[config.mk]
export PLATFORM = sky130hd
export DESIGN_NAME = mips_ctrl_fsm_flat
export DESIGN_NICKNAME = d
export VERILOG_FILES = /design/src/rtl/mips_pkg.sv /design/src/rtl/mips_ctrl_fsm_if.sv /design/src/rtl/mips_mem_timer.sv /design/src/rtl/mips_ctrl_fsm.sv /design/src/flat_wrapper.sv
export SDC_FILE = /design/constraint.sdc
export NUM_CORES = 1
export LEC_CHECK = 0
export CAP_MARGIN = 10
export CORE_UTILIZATION = 43
export CTS_CLUSTER_DIAMETER = 150
export CTS_CLUSTER_SIZE = 8
export DETAILED_ROUTE_END_ITERATION = 8
export HOLD_SLACK_MARGIN = 0.12
export PLACE_DENSITY = 0.75
export SLEW_MARGIN = 20
export SYNTH_ARGS = -nofsm -noshare
export SYNTH_HDL_FRONTEND = slang
export SYNTH_SLANG_ARGS = --single-unit
[constraint.sdc]
create_clock -name Clk_O -period 1.8 [get_ports Clk_O]
set_clock_uncertainty 0.15 [all_clocks]
set_input_delay 0.36 -clock Clk_O [delete_from_list [all_inputs] [get_ports Clk_O]]
set_output_delay 0.36 -clock Clk_O [all_outputs]
set_load 0.05 [all_outputs]
[src/rtl/mips_pkg.sv]
// Shared definitions for the 8-bit MIPS control path: opcode field values
// and the control sequencer's state encodings. Used by the datapath and bench.
package mips_pkg;

    localparam logic [1:0] OP_ADD = 2'b00;
    localparam logic [1:0] OP_LW  = 2'b01;
    localparam logic [1:0] OP_SW  = 2'b10;
    localparam logic [1:0] OP_J   = 2'b11;

    // Encodings 5 and 6 are unused and recover to S_FETCH.
    typedef enum logic [2:0] {
        S_FETCH  = 3'd0,
        S_DECODE = 3'd1,
        S_EXEC   = 3'd2,
        S_MEM    = 3'd3,
        S_WB     = 3'd4,
        S_HALT   = 3'd7
    } state_t;

endpackage

[src/rtl/mips_ctrl_fsm_if.sv]
// Control bundle between the sequencer and the datapath/memory side.
// master = sequencer (drives strobes and status), slave = datapath side.
interface mips_ctrl_fsm_if #(
    parameter int CNT_W = 7
);
    logic [7:0]       Instruction;
    logic             mem_ack;
    logic             ir_we;
    logic             pc_we;
    logic             pc_src;
    logic             reg_we;
    logic             reg_dst;
    logic             mem_to_reg;
    logic             alu_src;
    logic             mem_req;
    logic             mem_we;
    logic             fault;
    logic [CNT_W-1:0] retired;
    logic [2:0]       state_o;

    modport master (
        input  Instruction, mem_ack,
        output ir_we, pc_we, pc_src, reg_we, reg_dst, mem_to_reg, alu_src,
               mem_req, mem_we, fault, retired, state_o
    );

    modport slave (
        output Instruction, mem_ack,
        input  ir_we, pc_we, pc_src, reg_we, reg_dst, mem_to_reg, alu_src,
               mem_req, mem_we, fault, retired, state_o
    );
endinterface

[src/rtl/mips_mem_timer.sv]
// Loadable down-counter bounding how long S_MEM waits for mem_ack.
// Loaded with MEM_TIMEOUT before the wait; expire flags the last allowed
// waiting cycle so the sequencer can fault on that same cycle.
module mips_mem_timer #(
    parameter int unsigned MEM_TIMEOUT = 15
) (
    input  logic Clk_O,
    input  logic Reset,
    input  logic load,
    input  logic tick,
    output logic expire
);
    logic [7:0] cnt;

    // Count down one per waiting cycle; hold at zero.
    always_ff @(posedge Clk_O) begin
        if (Reset) begin
            cnt <= 8'd0;
        end else if (load) begin
            cnt <= 8'(MEM_TIMEOUT);
        end else if (tick && cnt != 8'd0) begin
            cnt <= cnt - 8'd1;
        end
    end

    assign expire = (cnt == 8'd1);
endmodule

[src/rtl/mips_ctrl_fsm.sv]
// Multi-cycle control sequencer for the 8-bit MIPS core:
// fetch -> decode -> exec -> (mem) -> (writeback), with a memory timeout
// that latches a sticky fault and halts until Reset.
// Optional build macro: MIPS_SINGLE_STEP_EN adds step/run inputs that gate
// each instruction fetch on a rising edge of step while run is low.
module mips_ctrl_fsm
    import mips_pkg::*;
#(
    parameter int unsigned MEM_TIMEOUT = 15,
    parameter int          CNT_W       = 7
) (
    input  logic Clk_O,
    input  logic Reset,
`ifdef MIPS_SINGLE_STEP_EN
    input  logic step,
    input  logic run,
`endif
    mips_ctrl_fsm_if.master bus
);
    state_t           state;
    logic [1:0]       op;
    logic [CNT_W-1:0] retired_q;
    logic             fault_q;
    logic             go;
    logic             expire;

`ifdef MIPS_SINGLE_STEP_EN
    logic step_d;
    logic step_pending;

    // Register step, remember a rising edge until the fetch it releases.
    always_ff @(posedge Clk_O) begin
        if (Reset) begin
            step_d       <= 1'b0;
            step_pending <= 1'b0;
        end else begin
            step_d <= step;
            if (state == S_FETCH && go) begin
                step_pending <= 1'b0;
            end else if (step && !step_d) begin
                step_pending <= 1'b1;
            end
        end
    end

    assign go = run | step_pending;
`else
    assign go = 1'b1;
`endif

    mips_mem_timer #(.MEM_TIMEOUT(MEM_TIMEOUT)) u_timer (
        .Clk_O  (Clk_O),
        .Reset  (Reset),
        .load   (state == S_EXEC),
        .tick   (state == S_MEM && !bus.mem_ack),
        .expire (expire)
    );

    // State, latched opcode, retired counter and sticky fault.
    always_ff @(posedge Clk_O) begin
        // NOTE: non-blocking assignments so every register here samples
        // the pre-edge values of state/op regardless of statement order.
        if (Reset) begin
            state     <= S_FETCH;
            op        <= OP_ADD;
            retired_q <= '0;
            fault_q   <= 1'b0;
        end else begin
            case (state)
                S_FETCH: begin
                    if (go) begin
                        op    <= bus.Instruction[7:6];
                        state <= S_DECODE;
                    end
                end
                S_DECODE: begin
                    if (op == OP_J) begin
                        retired_q <= retired_q + CNT_W'(1);
                        state     <= S_FETCH;
                    end else begin
                        state <= S_EXEC;
                    end
                end
                S_EXEC: begin
                    state <= (op == OP_ADD) ? S_WB : S_MEM;
                end
                S_MEM: begin
                    // A late ack on the expiring cycle still completes.
                    if (bus.mem_ack) begin
                        if (op == OP_LW) begin
                            state <= S_WB;
                        end else begin
                            retired_q <= retired_q + CNT_W'(1);
                            state     <= S_FETCH;
                        end
                    end else if (expire) begin
                        fault_q <= 1'b1;
                        state   <= S_HALT;
                    end
                end
                S_WB: begin
                    retired_q <= retired_q + CNT_W'(1);
                    state     <= S_FETCH;
                end
                S_HALT: begin
                    state <= S_HALT;
                end
                default: begin
                    state <= S_FETCH;
                end
            endcase
        end
    end

    // Moore strobe decode from state and latched opcode, silenced in Reset.
    always_comb begin
        // NOTE: every strobe gets a default first so no path infers a latch.
        bus.ir_we      = 1'b0;
        bus.pc_we      = 1'b0;
        bus.pc_src     = 1'b0;
        bus.reg_we     = 1'b0;
        bus.reg_dst    = 1'b0;
        bus.mem_to_reg = 1'b0;
        bus.alu_src    = 1'b0;
        bus.mem_req    = 1'b0;
        bus.mem_we     = 1'b0;
        if (!Reset) begin
            case (state)
                S_FETCH: begin
                    bus.ir_we = go;
                    bus.pc_we = go;
                end
                S_DECODE: begin
                    bus.pc_we  = (op == OP_J);
                    bus.pc_src = (op == OP_J);
                end
                S_EXEC: begin
                    bus.alu_src = (op != OP_ADD);
                end
                S_MEM: begin
                    bus.mem_req = 1'b1;
                    bus.mem_we  = (op == OP_SW);
                    bus.alu_src = 1'b1;
                end
                S_WB: begin
                    bus.reg_we     = 1'b1;
                    bus.reg_dst    = (op == OP_ADD);
                    bus.mem_to_reg = (op == OP_LW);
                end
                default: ;
            endcase
        end
    end

    assign bus.fault   = fault_q;
    assign bus.retired = retired_q;
    assign bus.state_o = state;
endmodule
[src/flat_wrapper.sv]
// flat-port wrapper written by rule: the top's interface ports become plain ports
module mips_ctrl_fsm_flat import mips_pkg::*;
#(
    parameter int unsigned MEM_TIMEOUT = 15,
    parameter int          CNT_W       = 7
)
  (Clk_O, Reset, bus_Instruction, bus_mem_ack, bus_ir_we, bus_pc_we, bus_pc_src, bus_reg_we, bus_reg_dst, bus_mem_to_reg, bus_alu_src, bus_mem_req, bus_mem_we, bus_fault, bus_retired, bus_state_o);
  mips_ctrl_fsm_if #(.CNT_W(CNT_W)) bus_i ();
  input  logic Clk_O;
  input  logic Reset;
  input wire logic [$bits(bus_i.Instruction)-1:0] bus_Instruction;
  input wire logic [$bits(bus_i.mem_ack)-1:0] bus_mem_ack;
  output wire logic [$bits(bus_i.ir_we)-1:0] bus_ir_we;
  output wire logic [$bits(bus_i.pc_we)-1:0] bus_pc_we;
  output wire logic [$bits(bus_i.pc_src)-1:0] bus_pc_src;
  output wire logic [$bits(bus_i.reg_we)-1:0] bus_reg_we;
  output wire logic [$bits(bus_i.reg_dst)-1:0] bus_reg_dst;
  output wire logic [$bits(bus_i.mem_to_reg)-1:0] bus_mem_to_reg;
  output wire logic [$bits(bus_i.alu_src)-1:0] bus_alu_src;
  output wire logic [$bits(bus_i.mem_req)-1:0] bus_mem_req;
  output wire logic [$bits(bus_i.mem_we)-1:0] bus_mem_we;
  output wire logic [$bits(bus_i.fault)-1:0] bus_fault;
  output wire logic [$bits(bus_i.retired)-1:0] bus_retired;
  output wire logic [$bits(bus_i.state_o)-1:0] bus_state_o;
  assign bus_i.Instruction = bus_Instruction;
  assign bus_i.mem_ack = bus_mem_ack;
  assign bus_ir_we = bus_i.ir_we;
  assign bus_pc_we = bus_i.pc_we;
  assign bus_pc_src = bus_i.pc_src;
  assign bus_reg_we = bus_i.reg_we;
  assign bus_reg_dst = bus_i.reg_dst;
  assign bus_mem_to_reg = bus_i.mem_to_reg;
  assign bus_alu_src = bus_i.alu_src;
  assign bus_mem_req = bus_i.mem_req;
  assign bus_mem_we = bus_i.mem_we;
  assign bus_fault = bus_i.fault;
  assign bus_retired = bus_i.retired;
  assign bus_state_o = bus_i.state_o;
  mips_ctrl_fsm #(.MEM_TIMEOUT(MEM_TIMEOUT), .CNT_W(CNT_W)) u_core (.Clk_O(Clk_O), .Reset(Reset), .bus(bus_i));
endmodule
Word level (Yosys, flattened, before mapping)
Cells that the tools add are included.

$add $sub $neg: 2. Multiply operators: 0. Divide/modulo/power cells: 0. Magnitude comparators: 0. Eq/ne operators: 13. Shifts and indexed selects: 0. Multiplexer cells: 30. Bitwise gates (word level): 1. Reduce and logical (&&, ||, !) cells: 12.

Operator list (count): two-way mux 7 bit (3); case mux 7 bit (3 select lines) (1); two-way mux 1 bit (16); case mux 3 bit (5 select lines) (1); two-way mux 3 bit (4); equality test 8 x 1 -> 1 bit, second input constant (1); two-way mux 4 bit (2); nonzero test 8 bit (1); subtractor 8 x 1 -> 8 bit, second input constant (1); adder 7 x 1 -> 7 bit, second input constant (1); equality test 3 x 2 -> 1 bit, second input constant (2); equality test 3 bit, second input constant (2); equality test 2 bit, second input constant (2); != test 2 bit, second input constant (2); case mux 1 bit (2 select lines) (2); AND reduction 4 bit (1); nonzero test 2 bit (2); equality test 3 x 1 -> 1 bit, second input constant (1); logical NOT 3 bit (1); != test 3 x 2 -> 1 bit, second input constant (1); AND reduction 3 bit (1); nonzero test 3 bit (1); equality test 2 x 1 -> 1 bit, second input constant (1); logical AND 1 bit (2); other kinds (6) (6).

Register bits: 21. Latch bits: 0. Bits in writable memories: 0. ROM bits: 0. Input bits: 11. Output and inout port bits: 20. Memories: 0.

Longest topological paths before layout
Word-level depth: 5. Mapped depth: 7.

Modules after synthesis
Synthesis repeated with hierarchy kept, for this count alone.

Cells, all modules: 150. Area, all modules: 1231.2 µm².

Modules (own cells, without submodules): mips_ctrl_fsm (times used 1, cells each 93, area each 725.7 µm², seq. area each 260.2 µm²); mips_mem_timer (times used 1, cells each 57, area each 505.5 µm², seq. area each 160.2 µm²).

Worst setup path before layout
No wires, ideal clock.

Path type: reg-to-output. From: register u_core.state[0], in the netlist u_core.bus.state_o[0]. To: output port bus_pc_we. Arrival time: 3124 ps. Required time: 1290 ps. Setup slack: -1834 ps. Stages on the path, launching flop included: 4. Buffers on the path: 0. Cell sequence: dfxtp_1 -> nor2b_1 -> nor4b_1 -> or2_2.

Longest elaborated chain between the ends: 3.

RTL lines: start: declaration (line mips_ctrl_fsm.sv:20) `state_t state;`; start signal: assignment (line mips_ctrl_fsm.sv:85) `state <= (op == OP_ADD) ? S_WB : S_MEM;`; equality test 3 x 1 -> 1 bit or logical NOT 3 bit (tied branches) (line mips_ctrl_fsm.sv:128) `case (state)`; case mux 1 bit (2 select lines) (*) (line mips_ctrl_fsm.sv:128); two-way mux 1 bit (*) (line mips_ctrl_fsm.sv:127) `if (!Reset) begin`; end: declaration (line flat_wrapper.sv:14) `output wire logic [$bits(bus_i.pc_we)-1:0] bus_pc_we;`.

Mark *: on every way between the ends. The rest lies on a longest branch, timed or not.

Worst setup path after layout
From: register u_core.state[0], in the netlist u_core.bus.state_o[0]. To: output port bus_mem_to_reg.

Longest elaborated chain between the ends: 3.

RTL lines: equality test 3 bit (line mips_ctrl_fsm.sv:128); two-way mux 1 bit (line mips_ctrl_fsm.sv:128); two-way mux 1 bit (line mips_ctrl_fsm.sv:127); end: declaration (line flat_wrapper.sv:18) `output wire logic [$bits(bus_i.mem_to_reg)-1:0] bus_mem_to_reg;`.

No other way between the ends.

==> impl_metrics.yaml <==
sta:
  setup_viol_count_final: 10
  rsz0062_at_grt: "true"
  finalMaxSlewViolations: 0
  max_slew.worst_pin.slew_ns: 0.407
  hold_viol_final: 0
  fin_crit_ns: 2.08
  min_period_over_period_pct: 115
  slew_headroom_pct: 72.6
  max_freq_ghz: 0.482
  setup_slack_ns: -0.277
floorplanning:
  ios: 31
  die_area_mm2: 0.00290
  floorplan.die.height_um: 53.8
  core_region_area_mm2: 0.00250
  initial_core_util_pct: 46.2
  die_w_um: 53.8
  rows: 18
critical_path:
  worstPathRequired_ns: 1.29
  critPathMaxStageDelay_ns: 0.37
  path_class: "reg -> out"
  critPathSlowestCell: "dfxtp_4"
  end_kind: "output pin"
  crit_chain: "nand2b_4 > or3_4 > nor3b_4 > buf_12"
  worst-r2r-cell-count: 7
  path_max_fanout: 3
  worst_ep_arrival_time_ns: 1.57
  cp-start-kind: "flip-flop"
grt:
  grt_pass1_wl_um: 4960
  grt_max_degree: 13
  grtUsageTotal_pct: 23.5
  antenna_found_initial: 0
  grt_overflow: 0
  grt_pass1_vias: 1208
hold_path:
  hold_path_depth: 2
  hold_class: "reg -> reg"
place:
  globalplace.congestion: 0.884
  dp_hpwl_um: 2290
  portBuffers: 24
  post-place-cells: 212
synth:
  synth_area_mm2: 0.00115
  synth_nets: 154
  ys_seq_area_share_pct: 36.4
  synth.area.top_cells: "dfxtp_1 (36%), a21oi_1 (6.1%), nor2_1 (5.9%), or3_1 (3.8%), ha_1 (3.3%)"
  synth_seq_cells: 21
  synthCells: 140
  synth-main-ff-cell: "dfxtp_1"
  yosys.cell_types.count: 36
  synthArstFlopShare_pct: 0
  synth_top_area_share_pct: 36.4
  synth.avg_cell_area_um2: 8.25
  synth_warnings: 0
  synth-edff-count: 0
  yosys.area.top_type: "dfxtp_1"
drt:
  routedWlPerCell_um: 14.2
  antenna_left: 0
  maxUsedRoutingLayer: "met4"
  met3_wirelength_um: 124
  drc_errors: 0
  drt_iter0_markers: 29
  vias: 1245
  met2WireLength_um: 1660
  routed_wl_um: 3230
  via_per_inst: 5.48
  routedLengthMet1_um: 1400
  dr.pass1.iters: 4
layout:
  final_layout_size_suffix_gt1_share_pct: 47.7
  utilization_pct: 79.8
  stdcell_count: 227
  fin_nets: 212
  syn_to_final_growth_pct: 72.7
  final.fill_count: 158
  diodes: 0
pwr:
  peakVddDrop_uv: 612
  combPwrFrac_pct: 43.4
  switching_share_pct: 35.8
  p_switching_mw: 0.484
  p_seq_share_pct: 39.4
  cell_internal_pwr_mw: 0.867
  power_frac_clock_pct: 17.2
  p_leak_nw: 0.802
  p_per_area_mw_per_mm2: 678
clock_tree:
  cts_made_buffers: 3
  cts.sinks: 21
  htreeDepth: 1
  cts_tree: "built"
  cts_hold_repair.buffers: 0
  cts_buffer_depth: 2
  clkTransAtPathRegs_ns: 0.12
  clock_latency_ns: 0.30
  cts-root-buf: "clkbuf_4"
run:
  maxCapViolations: 0
outcome:
  violations: "negative setup slack"
  status: "finished with violations"
## path summary, 6_finish.rpt
| kind | start | to | slack, ns |
|---|---|---|---|
| setup reg to reg | u_core.bus.state_o[2] | u_core.bus.retired[5] | -0.04 |
| setup / recovery | u_core.bus.state_o[0] | bus_mem_to_reg | -0.28 |
| hold reg to reg | u_core.bus.fault | u_core.bus.fault | 0.35 |
| hold / removal | u_core.bus.fault | u_core.bus.fault | 0.35 |
## synth_stat cells (4+ instances only)
cell and number:
or3_1 7, nor2_1 18, dfxtp_1 21, nor3_1 7, o21ai_0 4, nand2_1 10, xor2_1 4, inv_1 5
a21oi_1 14
## power by group through the flow
stage,clock [mW],combinational [mW],sequential [mW]
after floorplan,0,0.280,0.580
after CTS,0.243,0.548,0.532
after global routing,0.262,0.624,0.537
after global placement,0,0.508,0.538
after detailed placement,0,0.518,0.539
final,0.232,0.586,0.533
## placed cells by master, fill, tap and decap left out, drive strengths merged, types with 2 or more instances in the layout
master,Yosys,layout
nor4b,2,2
dfxtp,21,21
xor2,4,4
a21oi,14,14
clkbuf,3,3
a31oi,2,2
o31ai,2,2
nor3b,3,3
buf,4,56
inv,5,4
nand3,3,3
xnor2,3,3
ha,3,3
mux2i,3,3
or4,2,2
dlygate4sd2,0,2
nor3,7,7
nor4,2,2
nand2,10,10
or2,2,2
nand2b,3,3
clkdlybuf4s50,0,2
nor2,18,18
o21ai,4,4
nor2b,3,3
a211oi,4,4
or3,7,7
## metal layers
| metal | vias to the layer above | global-route usage, % |
|---|---|---|
| li1 | 615 | - |
| met2 | 35 | 43.0 |
| met1 | 591 | 26.3 |
| met4 | 0 | 9.21 |
| met5 | - | 0 |
| met3 | 4 | 4.24 |
## kinds of logic after synthesis
group                      count (synthesis)  share of synthesized area [%]
AOI/OAI and AO/OA                         30                           17.3
xor gates and xnor gates                   7                           5.31
adders and majority gates                  3                           3.25
buffers and inverters                     12                           4.77
DFF                                       21                           36.4
muxes                                      3                           2.60
and+or+nand+nor                           64                           30.3
## cell type report
type	count	area [um^2]	area share (%)
clock buffer	3	22.5	1.13
clock inverter	1	5.00	0.251
inverter	5	22.5	1.13
multi-input combinational	107	818	41.0
sequential	21	437	21.9
tap	30	37.5	1.88
timing repair buffer	60	652	32.7
## metrics by stage
step           total power [mW]  setup TNS, ns  setup WS [ns]  instance area (um^2)  hold slack (ns)
2_1_floorplan             0.860         -0.806         -0.310                  1290            0.357
3_3_place_gp               1.05          -6.41         -0.350                  1820            0.315
3_5_place_dp               1.06          -7.39         -0.412                  1820            0.327
4_1_cts                    1.32          -2.01         -0.291                  1910            0.357
5_1_grt                    1.42          -2.91         -0.339                  1990            0.385
6_report                   1.35          -1.97         -0.277                  1990            0.350
## registers in the layout, indices dropped and copies added (netlist names)
| register | cells |
|---|---|
| u_core.bus.fault | 1 |
| u_core.bus.retired | 7 |
| u_core.bus.state_o | 3 |
| u_core.op | 2 |
| u_core.u_timer.cnt | 8 |
## worst max-delay path: cells and delay by family (launching register included)
| family | cells | cell delay, ns |
|---|---|---|
| buffers and inverters | 1 | 0.16 |
| DFF | 1 | 0.37 |
| and+or+nand+nor | 3 | 0.73 |
## repair_timing
item	4_1_cts	5_1_grt
pin swaps	1	9
buffers inserted	4	7
resized for setup	12	8
setup endpoints to repair	15	14
Note: power is estimated with default switching activity, not from simulation.
